[src/rtl/instruction_fetch_stage_if.sv]
// Instruction-memory request/acknowledge bus between the fetch stage and imem.
// One word request outstanding at a time; ack completes it with data.
interface instruction_fetch_stage_if;
  logic        imem_req;
  logic [29:0] imem_addr;
  logic        imem_ack;
  logic [31:0] imem_data;

  modport master (output imem_req, imem_addr, input imem_ack, imem_data);
  modport slave  (input imem_req, imem_addr, output imem_ack, imem_data);
endinterface

[src/rtl/instruction_fetch_stage.sv]
// Fetch front end: PC sequencing, imem handshake, predecode and the IF/ID register.
// HOLD parks an acked word during stall/freeze; DROP waits out a request a redirect orphaned.
module instruction_fetch_stage #(
  parameter logic [29:0] RESET_VECTOR = 30'h0000_0000
) (
  input  logic                         clk_i,
  input  logic                         rst_i,
  input  logic                         stall_if_i,
  input  logic                         busywait_i,
  input  logic                         branching_i,
  input  logic [29:0]                  branch_target_i,
  instruction_fetch_stage_if.master    imem,
  output logic [29:0]                  instr_o,
  output logic [29:0]                  pc_o,
  output logic                         instr_valid_o,
  output logic [1:0]                   branch_jump_op_o,
  output logic [2:0]                   imm_src_o
);

  typedef struct packed {
    logic [29:0] instr;
    logic [29:0] pc;
    logic        valid;
    logic [1:0]  bj;
    logic [2:0]  imm;
  } ifid_t;

  typedef enum logic [1:0] {S_FETCH, S_HOLD, S_DROP} state_t;

  localparam ifid_t NOP = '{instr: 30'h0000_0004, pc: 30'h0, valid: 1'b0, bj: 2'b00, imm: 3'd0};

  state_t      state;
  logic [29:0] fetch_pc;
  logic [29:0] redirect_pc;
  ifid_t       hold_q;
  ifid_t       ifid_q;
  ifid_t       fetched;
  logic        advance;
  logic        unused_ok;

  function automatic ifid_t predecode(input logic [31:0] w, input logic [29:0] pc);
    ifid_t r;
    r.instr = w[31:2];
    r.pc    = pc;
    r.valid = 1'b1;
    r.bj    = 2'b00;
    r.imm   = 3'd0;
    case (w[6:2])
      5'b11000:          begin r.bj = 2'b01; r.imm = 3'd2; end
      5'b11011:          begin r.bj = 2'b10; r.imm = 3'd4; end
      5'b11001:          begin r.bj = 2'b11; r.imm = 3'd0; end
      5'b01000:          r.imm = 3'd1;
      5'b01101, 5'b00101: r.imm = 3'd3;
      default:           ;
    endcase
    return r;
  endfunction

  assign advance   = !busywait_i && !stall_if_i;
  assign fetched   = predecode(imem.imem_data, fetch_pc);
  assign unused_ok = &{1'b0, imem.imem_data[1:0]};

  // Request is masked during reset so an abandoned transfer is never re-driven.
  assign imem.imem_req  = !rst_i && (state != S_HOLD);
  assign imem.imem_addr = fetch_pc;

  always_ff @(posedge clk_i or posedge rst_i) begin
    if (rst_i) begin
      state       <= S_FETCH;
      fetch_pc    <= RESET_VECTOR;
      redirect_pc <= RESET_VECTOR;
      hold_q      <= NOP;
      ifid_q      <= NOP;
    end else begin
      case (state)
        S_FETCH: begin
          if (imem.imem_ack) begin
            if (branching_i) begin
              fetch_pc <= branch_target_i;
              ifid_q   <= NOP;
            end else if (advance) begin
              ifid_q   <= fetched;
              fetch_pc <= fetch_pc + 30'd1;
            end else begin
              hold_q   <= fetched;
              fetch_pc <= fetch_pc + 30'd1;
              state    <= S_HOLD;
            end
          end else if (branching_i) begin
            redirect_pc <= branch_target_i;
            ifid_q      <= NOP;
            state       <= S_DROP;
          end else if (advance) begin
            ifid_q <= NOP;
          end
        end
        S_HOLD: begin
          if (branching_i) begin
            fetch_pc <= branch_target_i;
            ifid_q   <= NOP;
            state    <= S_FETCH;
          end else if (advance) begin
            ifid_q <= hold_q;
            state  <= S_FETCH;
          end
        end
        S_DROP: begin
          // A redirect landing on the ack cycle must win over the older saved target.
          if (branching_i) begin
            redirect_pc <= branch_target_i;
            ifid_q      <= NOP;
            if (imem.imem_ack) begin
              fetch_pc <= branch_target_i;
              state    <= S_FETCH;
            end
          end else begin
            if (imem.imem_ack) begin
              fetch_pc <= redirect_pc;
              state    <= S_FETCH;
            end
            if (advance) ifid_q <= NOP;
          end
        end
        default: state <= S_FETCH;
      endcase
    end
  end

  assign instr_o          = ifid_q.instr;
  assign pc_o             = ifid_q.pc;
  assign instr_valid_o    = ifid_q.valid;
  assign branch_jump_op_o = ifid_q.bj;
  assign imm_src_o        = ifid_q.imm;

endmodule

[src/flat_wrapper.sv]
// flat-port wrapper written by rule: the top's interface ports become plain ports
module instruction_fetch_stage_flat 
#(
  parameter logic [29:0] RESET_VECTOR = 30'h0000_0000
)
  (clk_i, rst_i, stall_if_i, busywait_i, branching_i, branch_target_i, instr_o, pc_o, instr_valid_o, branch_jump_op_o, imm_src_o, imem_imem_req, imem_imem_addr, imem_imem_ack, imem_imem_data);
  instruction_fetch_stage_if imem_i ();
  input  logic clk_i;
  input  logic rst_i;
  input  logic stall_if_i;
  input  logic busywait_i;
  input  logic branching_i;
  input  logic [29:0] branch_target_i;
  output logic [29:0] instr_o;
  output logic [29:0] pc_o;
  output logic instr_valid_o;
  output logic [1:0] branch_jump_op_o;
  output logic [2:0] imm_src_o;
  output wire logic [$bits(imem_i.imem_req)-1:0] imem_imem_req;
  output wire logic [$bits(imem_i.imem_addr)-1:0] imem_imem_addr;
  input wire logic [$bits(imem_i.imem_ack)-1:0] imem_imem_ack;
  input wire logic [$bits(imem_i.imem_data)-1:0] imem_imem_data;
  assign imem_imem_req = imem_i.imem_req;
  assign imem_imem_addr = imem_i.imem_addr;
  assign imem_i.imem_ack = imem_imem_ack;
  assign imem_i.imem_data = imem_imem_data;
  instruction_fetch_stage #(.RESET_VECTOR(RESET_VECTOR)) u_core (.clk_i(clk_i), .rst_i(rst_i), .stall_if_i(stall_if_i), .busywait_i(busywait_i), .branching_i(branching_i), .branch_target_i(branch_target_i), .imem(imem_i), .instr_o(instr_o), .pc_o(pc_o), .instr_valid_o(instr_valid_o), .branch_jump_op_o(branch_jump_op_o), .imm_src_o(imm_src_o));
endmodule
[config.mk]
export PLATFORM = sky130hd
export DESIGN_NAME = instruction_fetch_stage_flat
export DESIGN_NICKNAME = d
export VERILOG_FILES = /design/src/rtl/instruction_fetch_stage_if.sv /design/src/rtl/instruction_fetch_stage.sv /design/src/flat_wrapper.sv
export SDC_FILE = /design/constraint.sdc
export NUM_CORES = 1
export LEC_CHECK = 0
export CAP_MARGIN = 20
export CORE_ASPECT_RATIO = 1.25
export CORE_MARGIN = 2
export CORE_UTILIZATION = 59
export CTS_CLUSTER_SIZE = 28
export DETAILED_ROUTE_END_ITERATION = 12
export PLACE_DENSITY = 0.85
export SLEW_MARGIN = 20
export SYNTH_ARGS = -nofsm -noshare
export SYNTH_HDL_FRONTEND = slang
export SYNTH_SLANG_ARGS = --single-unit
[constraint.sdc]
create_clock -name clk_i -period 14.3 [get_ports clk_i]
set_input_delay 2.86 -clock clk_i [delete_from_list [all_inputs] [get_ports clk_i]]
set_output_delay 2.86 -clock clk_i [all_outputs]
set_load 0.01 [all_outputs]
# --- Yosys cells after proc, flatten, opt, wreduce, memory -nomap -nowiden ---
# Index checks and enable logic that the tools add are counted.
# W data, S select, Z words.
totals:
  ff_bits: 194
  inputBits: 68
  output_inout_bits: 97
classes:
  add_sub_neg: 1
  n_eq_ne: 18
  muxes: 28
  bitwise: 2
  n_reduce_logical: 14
op_table:
  columns: ["operator", "count"]
  rows:
  - ["$mux W66", 7]
  - ["$mux W30", 8]
  - ["$pmux W66 S3", 1]
  - ["$pmux W30 S3", 1]
  - ["$pmux W30 S2", 1]
  - ["$add A30 B1 Y30 const B", 1]
  - ["$eq A5 B5 Y1 const B", 3]
  - ["$mux W2", 7]
  - ["$pmux W2 S3", 2]
  - ["$pmux W3 S4", 1]
  - ["$eq A5 B4 Y1 const B", 2]
  - ["$ne A3 B3 Y1 const B", 3]
  - ["$ne A2 B2 Y1 const B", 4]
  - ["$reduce_and A4 Y1", 2]
  - ["$eq A5 B3 Y1 const B", 1]
  - ["$reduce_and A5 Y1", 1]
  - ["$ne A4 B3 Y1 const B", 1]
  - ["$logic_not A1 Y1", 3]
  - ["$ne A3 B2 Y1 const B", 1]
  - ["$reduce_and A3 Y1", 1]
  - ["$reduce_bool A3 Y1", 1]
  - ["$eq A2 B1 Y1 const B", 1]
  - ["$eq A2 B2 Y1 const B", 1]
  - ["$logic_and A1 B1 Y1", 2]
  - ["6 further kinds", 7]

# --- Longest topological paths before layout ---
# Gate-level depths: netlist (run 1).
depth:
  ltp_word: 7
  mapped_depth: 10
  mapped_depth_nobuf: 7

# --- Least setup slack after synthesis (run 1) ---
# Ideal clock, no wire load.
synth_timing:
  path_type: "input to output"
  start: "in rst_i"
  end: "out imem_imem_req"
  arrival_time_ps: 3017
  required_ps: 11440
  path_slack_ps: 8423
  path_stages: 1
  path_buffers: 0
  path_cell_list: "nor2_1"
synth_between:
  elab_chain_cells: 2
synth_lines:
  columns: ["item", "line", "source"]
  rows:
  - ["start, declared", "flat_wrapper.sv:9", "input logic rst_i;"]
  - ["$logic_not A1 Y1", "instruction_fetch_stage.sv:64", "assign imem.imem_req = !rst_i && (state != S_HOLD);"]
  - ["$logic_and A1 B1 Y1", "instruction_fetch_stage.sv:64", null]
  - ["end, declared", "flat_wrapper.sv:19", "output wire logic [$bits(imem_i.imem_req)-1:0] imem_imem_req;"]
# No other way between the ends.

# --- Worst setup path in the final report (run 1) ---
# Ends and elaborated chain as after synthesis.

==> results of run 1 <==
## per-layer routing
layer,GRT usage [%],wire length [um]
met5,0,0
met4,13.2,913
met3,5.58,2430
met2,48.5,14000
met1,42.8,11600
## worst paths after layout
path | startpoint | endpoint | slack [ns] | depth (start not counted)
setup / recovery | rst_i | imem_imem_req | 7.40 | 3
hold / removal | u_core.hold_q[38] | u_core.hold_q[38] | 0.46 | 2
setup reg to reg | u_core.state[1] | u_core.instr_o[1] | 10.45 | 9
hold reg to reg | u_core.hold_q[38] | u_core.hold_q[38] | 0.46 | 2
max in group asynchronous | rst_i | u_core.pc_o[13] | 9.90 | 3
min in group asynchronous | rst_i | u_core.pc_o[2] | 3.01 | 2
## final cells by class
| type | count | area share, % |
|---|---|---|
| Inverter | 12 | 0.421 |
| Multi-Input combinational cell | 843 | 39.7 |
| Sequential cell | 194 | 38.9 |
| Tap cell | 224 | 2.24 |
| Clock inverter | 14 | 1.33 |
| Clock buffer | 18 | 3.52 |
| Timing Repair Buffer | 178 | 13.9 |
## layout by cell type, fill, tap and decap left out, drive strengths merged, types with 6 or more instances in the layout
cell	n
a211o	11
a211oi	6
a21oi	95
a221oi	22
a22o	26
a22oi	44
buf	17
clkbuf	18
clkdlybuf4s50	161
clkinv	6
dfrtp	192
inv	18
mux2	42
mux2i	11
nand2	273
nand2b	6
nand3	14
nand4	9
nor2	69
nor3	10
nor4	6
o211ai	29
o21ai	56
o31ai	30
## cell families after synthesis
group                      after synthesis
xor gates and xnor gates                 5
AOI/OAI and AO/OA                      360
muxes                                   53
adders and majority gates                5
DFF                                    194
and+or+nand+nor                        420
buffers and inverters                  141
## flip-flops by register name, indices dropped and copies added (netlist names), 2 cells and up
register                 count
u_core.instr_o              30
u_core.imm_src_o             3
u_core.branch_jump_op_o      2
u_core.imem.imem_addr       30
u_core.pc_o                 30
u_core.redirect_pc          30
u_core.hold_q               66
u_core.state                 2
## where the power goes
group          total [mW]  switching (mW)  internal, mW
Combinational        1.11           0.625         0.486
Clock               0.495           0.226         0.268
Sequential           1.00           0.236         0.766
Total                2.61            1.09          1.52
## critical path: stages
cell and delay (ns):
clkdlybuf4s50_1 0.51, nor2_1 0.13, clkdlybuf4s50_1 0.54
## Yosys cell counts, types with 16 or more instances
cell and count:
nor2_1 69, mux2_2 42, nand2_1 273, o21ai_0 56, clkbuf_1 78, dfrtp_1 192, a22oi_1 44, buf_1 16
a221oi_1 22, buf_4 30, o31ai_1 30, o211ai_1 29, a21oi_1 95, a22o_1 26
==> run_results.csv, run 1 <==
group,metric,value,unit
synth,synthMuxAreaShare,5.59,%
floorplanning,io_pins,165,
grt,grt-ovfl-total,0,
setup_path,start_kind,"primary input",
synth,synth-simple-area-share,17.2,%
flow_run,drv_cap,0,
floorplanning,coreArea,17400,um2
clock_tree,h-tree-depth,4,
floorplanning,die_area,18800,um2
synth,synth.avg_cell_area,8.85,um2
clock_tree,path_clk_slew,0.07,ns
power,p_per_area,209,nW/um2
clock_tree,cts_buffers,17,
route,firstDrtPassIters,7,
outcome,status,"finished clean",
layout,multi_input_area,4960,um2
place,dp.final_hpwl,18400,um
place,numPortBuffers,162,
layout,antenna_cells,0,
floorplanning,start_util,60.1,%
route,avgRoutedWirePerCell,19.5,um
layout,final.fill_count,1267,
setup_path,arrival,4.04,ns
layout,final_cells,1483,
synth,synthFlopType,"dfrtp_1",
power,power,2.61,mW
synth,synth_top_family_by_area,"compound AO/OA/AOI/OAI gates",
place,place_congestion,0.873,
grt,grt_max_degree,133,
clock_tree,tritoncts,"built",
timing,relSlewSlack,36.9,%
route,wirelength,28900,um
timing,hold_ws,0.463,ns
floorplanning,die_x,123,um
layout,seq_area,4860,um2
layout,area_growth,19.8,%
clock_tree,clock_path_buffers,2,
clock_tree,cts_root_buffer,"clkbuf_16",
synth,synthesis.instances,1178,
clock_tree,holdBufCountCts,0,
synth,synth.area.top_cells,"dfrtp_1 (46%), nand2_1 (9.8%), a21oi_1 (4.6%)",
power,peakVddDrop,0.143,mV
layout,post-route-cell-area,12500,um2
route,vias_per_cell,6.49,
grt,grt_pass1_vias,9071,
timing,tns,0,ns
route,ant_nets,0,
clock_tree,cts_setup_buffers,0,
route,drc,0,
synth,synth_area,10400,um2
timing,hold_viol_final,0,
synth,ys_seq_area_share,46.6,%
timing,rsz0062_at_grt,"no",
setup_path,required,11.44,ns
layout,final_util,71.9,%
timing,period_needed,6.90,ns
synth,synth_area_leader_cell,"dfrtp_1",
power,static-leakage-power,5.28,nW
synth,synth_edf_count,0,
timing,skew,0.00976,ns
clock_tree,clock_latency,0.44,ns
timing,worst_pin_slew,0.946,ns
place,place_area,11900,um2
timing,setup_ws,7.40,ns
clock_tree,clkSinkCount,194,
timing,timing.fmax,0.145,GHz
synth,syn_nets,1251,
synth,synth_adder_area_share,0.600,%
synth,synth_cell_types,65,
place,dp.cells,1451,
route,num_vias,9630,
floorplanning,die_h,153,um
grt,globalRouteTotalUtil,31.2,%
setup_path,worstPathMaxFanout,2,
synth,synth-compound-area-share,23.4,%
place,place_ws,7.40,ns
synth,yosysWarnings,0,
clock_tree,cts_resized,0,
synth,synth.top_cell.area_share,46.1,%
grt,grt_antenna_before_repair,0,
synth,synthXorXnorAreaFrac,0.420,%
timing,maxSlewViolCount,0,
synth,synthArstFlopShare,100,%
grt,grt_pass1_wl,46900,um
layout,finalNetCount,1319,
synth,synth-seq-cells,194,
floorplanning,rows,54,
setup_path,crit_type,"primary input to output pin",
timing,setup_viol,0,
route,drt_first_iter_violations,1038,
timing,post-route-period-util,48.3,%
layout,layout-drive-gt1-share,8.90,%
setup_path,end_kind,"output pin",
worst_hold_path,hp-class,"register to register",
(Power assumes the default switching activity.)
==> run 2: changes to the inputs <==
Settings changed: CORE_UTILIZATION 59 to 49, PLACE_DENSITY 0.85 to 0.75.
Clock period 14.3 ns to 5.8 ns, I/O delays scaled along.
==> run_results.csv, run 2 (synthesis gave the netlist of run 1 again) <==
group,metric,value,unit
worst_hold_path,holdPathEnd,"u_core.hold_q[38]",
timing,worst_pin_slew,1.00,ns
floorplanning,io_pins,165,
timing,rsz0062_at_grt,"no",
layout,largest_reg_flops,66,
layout,layout-drive-gt1-share,9.04,%
timing,hold_viol_final,0,
grt,met3_usage,3.78,%
layout,final_util,60.2,%
setup_path,end_kind,"register",
route,vias_per_cell,6.19,
grt,grt_pass1_vias,8963,
place,dp.final_hpwl,19000,um
setup_path,max_stage_delay,0.81,ns
grt,grt_max_degree,157,
setup_path,arrival,4.10,ns
setup_path,cp_slowest_cell,"a211oi_2",
clock_tree,cts_root_buffer,"clkbuf_16",
power,static-leakage-power,5.28,nW
route,wirelength,29500,um
timing,maxSlewViolCount,0,
setup_path,worstReg2RegStart,"u_core.state[1]",
timing,post-route-period-util,65.1,%
timing,setup_viol,0,
place,numPortBuffers,162,
layout,antenna_cells,0,
setup_path,r2r_cells,9,
route,drt_first_iter_violations,866,
grt,top_usage_layer,"met2",
timing,tns,0,ns
layout,finalNetCount,1321,
place,place_area,12000,um2
layout,area_growth,20.5,%
route,ant_nets,0,
layout,top_register,"u_core.hold_q",
timing,period_needed,3.78,ns
setup_path,crit_type,"primary input to register",
worst_hold_path,whs_path_depth,2,
clock_tree,holdBufCountCts,0,
outcome,status,"finished clean",
timing,relSlewSlack,33.0,%
setup_path,regToRegSetupSlack,2.08,ns
power,p_per_area,511,nW/um2
grt,use_met2,42.4,%
power,peakVddDrop,0.268,mV
floorplanning,coreArea,20900,um2
floorplanning,die_h,167,um
timing,timing.fmax,0.265,GHz
grt,grt_use_met1,35.8,%
worst_hold_path,hp-class,"register to register",
grt,grt_antenna_before_repair,0,
route,drc,0,
grt,grt_pass1_wl,47800,um
clock_tree,clkSinkCount,194,
floorplanning,start_util,49.9,%
power,power,6.42,mW
clock_tree,cts_buffers,17,
worst_hold_path,hold_start,"u_core.hold_q[38]",
setup_path,r2r-end,"u_core.instr_o[12]",
grt,grt-ovfl-total,0,
setup_path,worstPathMaxFanout,14,
flow_run,drv_cap,0,
floorplanning,rows,59,
clock_tree,path_clk_slew,0.07,ns
route,avgRoutedWirePerCell,19.2,um
grt,globalRouteTotalUtil,26.5,%
clock_tree,cts_setup_buffers,0,
layout,final_cell_mix,"nand2_1 (273), dfrtp_1 (192), clkdlybuf4s50_1 (161)",
place,place_congestion,0.878,
route,num_vias,9495,
clock_tree,cts_resized,0,
clock_tree,clock_latency,0.44,ns
layout,layout_commonest_cell,"nand2_1",
floorplanning,die_x,134,um
clock_tree,tritoncts,"built",
clock_tree,h-tree-depth,4,
setup_path,start_kind,"primary input",
floorplanning,die_area,22500,um2
route,firstDrtPassIters,5,
setup_path,crit_path_cell_trace,"clkdlybuf4s50_1 -> or3b_2 -> a211oi_2 -> nor2b_1 -> a221oi_1 -> nor2_1",
layout,post-route-cell-area,12600,um2
setup_path,required,6.12,ns
clock_tree,clock_path_buffers,2,
timing,skew,0.0134,ns
[run 2: layout make-up]
class	count	area [um2]
fillers	1836	8320
clock buffers	18	439
multi-input cells	843	4950
repair buffers	180	1760
clock inverters	14	165
inverters	12	48.8
well taps	274	343
flip-flops and latches	194	4860
[run 2: per-stage QoR]
stage,hold WS [ns],instances,worst slack [ns]
6_report,0.464,1535,2.02
5_1_grt,0.479,1535,1.78
4_1_cts,0.465,1535,2.07
3_5_place_dp,0.455,1503,1.64
3_3_place_gp,0.448,1503,1.63
2_1_floorplan,0.435,1178,2.14
[run 2: worst max-delay path: cells and delay by family]
family,cells,cell delay (ns)
compound gates,2,1.17
buf+inv,1,0.76
simple gates,3,1.01
[run 2: worst max path at each step]
stage | start | endpoint
after floorplan | rst_i | u_core.branch_jump_op_o[0]
after detailed placement | imem_imem_ack | u_core.pc_o[29]
final | imem_imem_ack | u_core.instr_o[24]
after global routing | imem_imem_ack | u_core.instr_o[18]
after global placement | imem_imem_ack | u_core.instr_o[18]
after CTS | imem_imem_ack | u_core.pc_o[29]
[run 2: power by group]
group	internal (mW)	total, mW	switching (mW)
logic	1.21	2.74	1.54
clock network	0.631	1.22	0.586
registers	1.89	2.46	0.577
[run 2: per-layer routing]
| metal | share of wire, % | wire (um) | vias up |
|---|---|---|---|
| met1 | 41 | 12200 | 4646 |
| met2 | 48 | 14200 | 450 |
| met5 | 0 | 0 | - |
| li1 | - | - | 4337 |
| met3 | 7.5 | 2210 | 62 |
| met4 | 3.2 | 933 | 0 |
==> run 3: changes to the inputs <==
Settings changed: CORE_UTILIZATION 49 to 55, PLACE_DENSITY 0.75 to 0.8.
Clock period 5.8 ns to 3.8 ns, I/O delays scaled along.
==> run_results.csv, run 3 (synthesis gave the netlist of run 1 again) <==
group,metric,value,unit
setup_path,start_kind,"register",
power,peakVddDrop,0.420,mV
worst_hold_path,hp-class,"register to register",
place,dp.final_hpwl,18900,um
clock_tree,clock_latency,0.44,ns
route,drc,0,
grt,globalRouteTotalUtil,29.6,%
timing,worst_pin_slew,1.04,ns
clock_tree,h-tree-depth,4,
timing,setup_ws,0.831,ns
power,p_per_area,788,nW/um2
setup_path,worstPathMaxFanout,33,
timing,skew,0.0164,ns
setup_path,crit_type,"register to register",
place,place_congestion,0.891,
timing,setup_viol,0,
timing,rsz0062_at_grt,"no",
power,static-leakage-power,5.38,nW
floorplanning,die_x,127,um
setup_path,arrival,3.33,ns
flow_run,drv_cap,0,
timing,maxSlewViolCount,0,
layout,layout_commonest_cell,"nand2_1",
place,numPortBuffers,162,
clock_tree,holdBufCountCts,0,
clock_tree,clock_path_buffers,2,
clock_tree,clkSinkCount,194,
clock_tree,tritoncts,"built",
clock_tree,cts_resized,0,
grt,grt_max_degree,109,
route,ant_nets,0,
route,drt_first_iter_violations,860,
setup_path,required,4.16,ns
layout,antenna_cells,0,
timing,tns,0,ns
layout,largest_reg_flops,66,
layout,final.fill_count,1452,
grt,grt_pass1_vias,8958,
power,power,10.0,mW
setup_path,end_kind,"register",
grt,grt-ovfl-total,0,
floorplanning,coreArea,18700,um2
route,avgRoutedWirePerCell,19.5,um
floorplanning,io_pins,165,
timing,hold_viol_final,0,
layout,final_cell_mix,"nand2_1 (273), dfrtp_1 (192), clkdlybuf4s50_1 (161)",
clock_tree,cts_setup_buffers,0,
clock_tree,cts_buffers,17,
timing,relSlewSlack,30.8,%
clock_tree,cts_root_buffer,"clkbuf_16",
floorplanning,die_h,158,um
clock_tree,path_clk_slew,0.08,ns
grt,grt_antenna_before_repair,0,
route,wirelength,29300,um
floorplanning,die_area,20100,um2
grt,grt_pass1_wl,47200,um
route,num_vias,9498,
outcome,status,"finished clean",
timing,timing.fmax,0.337,GHz
layout,layout-drive-gt1-share,9.90,%
floorplanning,start_util,55.7,%
layout,top_register,"u_core.hold_q",
place,place_ws,0.585,ns
floorplanning,rows,56,
route,firstDrtPassIters,8,
timing,post-route-period-util,78.1,%
route,vias_per_cell,6.31,
layout,finalNetCount,1333,
timing,period_needed,2.97,ns
layout,area_growth,21.7,%
## run 3: cell count changes in the layout (fill, tap and decap cells not counted), sizes merged
| cell | previous run | this run |
|---|---|---|
| clkinv | 5 | 4 |
| clkinvlp | 2 | 1 |
| bufinv | 1 | 3 |
| buf | 19 | 31 |
| inv | 18 | 17 |
| clkbuf | 18 | 19 |
## run 3: worst paths after layout
path | cells past startpoint | slack [ns] | end | start
worst min-delay path | 2 | 0.47 | u_core.hold_q[38] | u_core.hold_q[38]
worst min register to register | 2 | 0.47 | u_core.hold_q[38] | u_core.hold_q[38]
min in group asynchronous | 2 | 0.67 | u_core.redirect_pc[3] | rst_i
worst max-delay path | 8 | 0.83 | u_core.instr_o[14] | u_core.state[1]
worst max register to register | 8 | 0.83 | u_core.instr_o[14] | u_core.state[1]
max in group asynchronous | 3 | 2.27 | u_core.pc_o[22] | rst_i
## run 3: per-stage QoR
stage          utilization, %  instances  hold WS [ns]  cell area [um2]
2_1_floorplan               -       1178         0.435            10400
3_3_place_gp             64.4       1473         0.449            12100
3_5_place_dp             64.4       1473         0.449            12100
4_1_cts                  67.9       1505         0.463            12700
5_1_grt                  67.9       1505         0.472            12700
6_report                 67.9       1505         0.465            12700
## run 3: cell type report
| type | count | area (um2) | share of cell area (%) |
|---|---|---|---|
| inverters | 12 | 48.8 | 0.384 |
| flip-flops and latches | 194 | 4860 | 38.3 |
| clock buffers | 19 | 453 | 3.57 |
| repair buffers | 192 | 1900 | 15.0 |
| well taps | 232 | 290 | 2.29 |
| clock inverters | 13 | 190 | 1.50 |
| multi-input cells | 843 | 4950 | 39.0 |
## run 3: routing by layer
metal  global-route usage (%)  vias up  wire length, um
met3                     5.04       53             2310
met4                     10.6        0              703
met1                     40.1     4630            12000
met5                        0        -                0
li1                         -     4369                -
met2                     48.2      446            14300
## run 3: critical path: stages (launching register included)
cell      delay [ns]
dfrtp_1         0.43
inv_1           0.12
ha_1            0.17
buf_4           0.29
nor2b_2         0.26
buf_4           0.41
nor2b_1         0.88
a221oi_1        0.18
nor2_1          0.16
## run 3: power by group
group	switching [mW]	leakage [nW]	total (mW)	internal, mW
sequential	0.881	2.48	3.76	2.88
clock	0.859	0.316	1.96	1.10
combinational	2.37	2.58	4.28	1.91
total	4.11	5.38	10.0	5.89
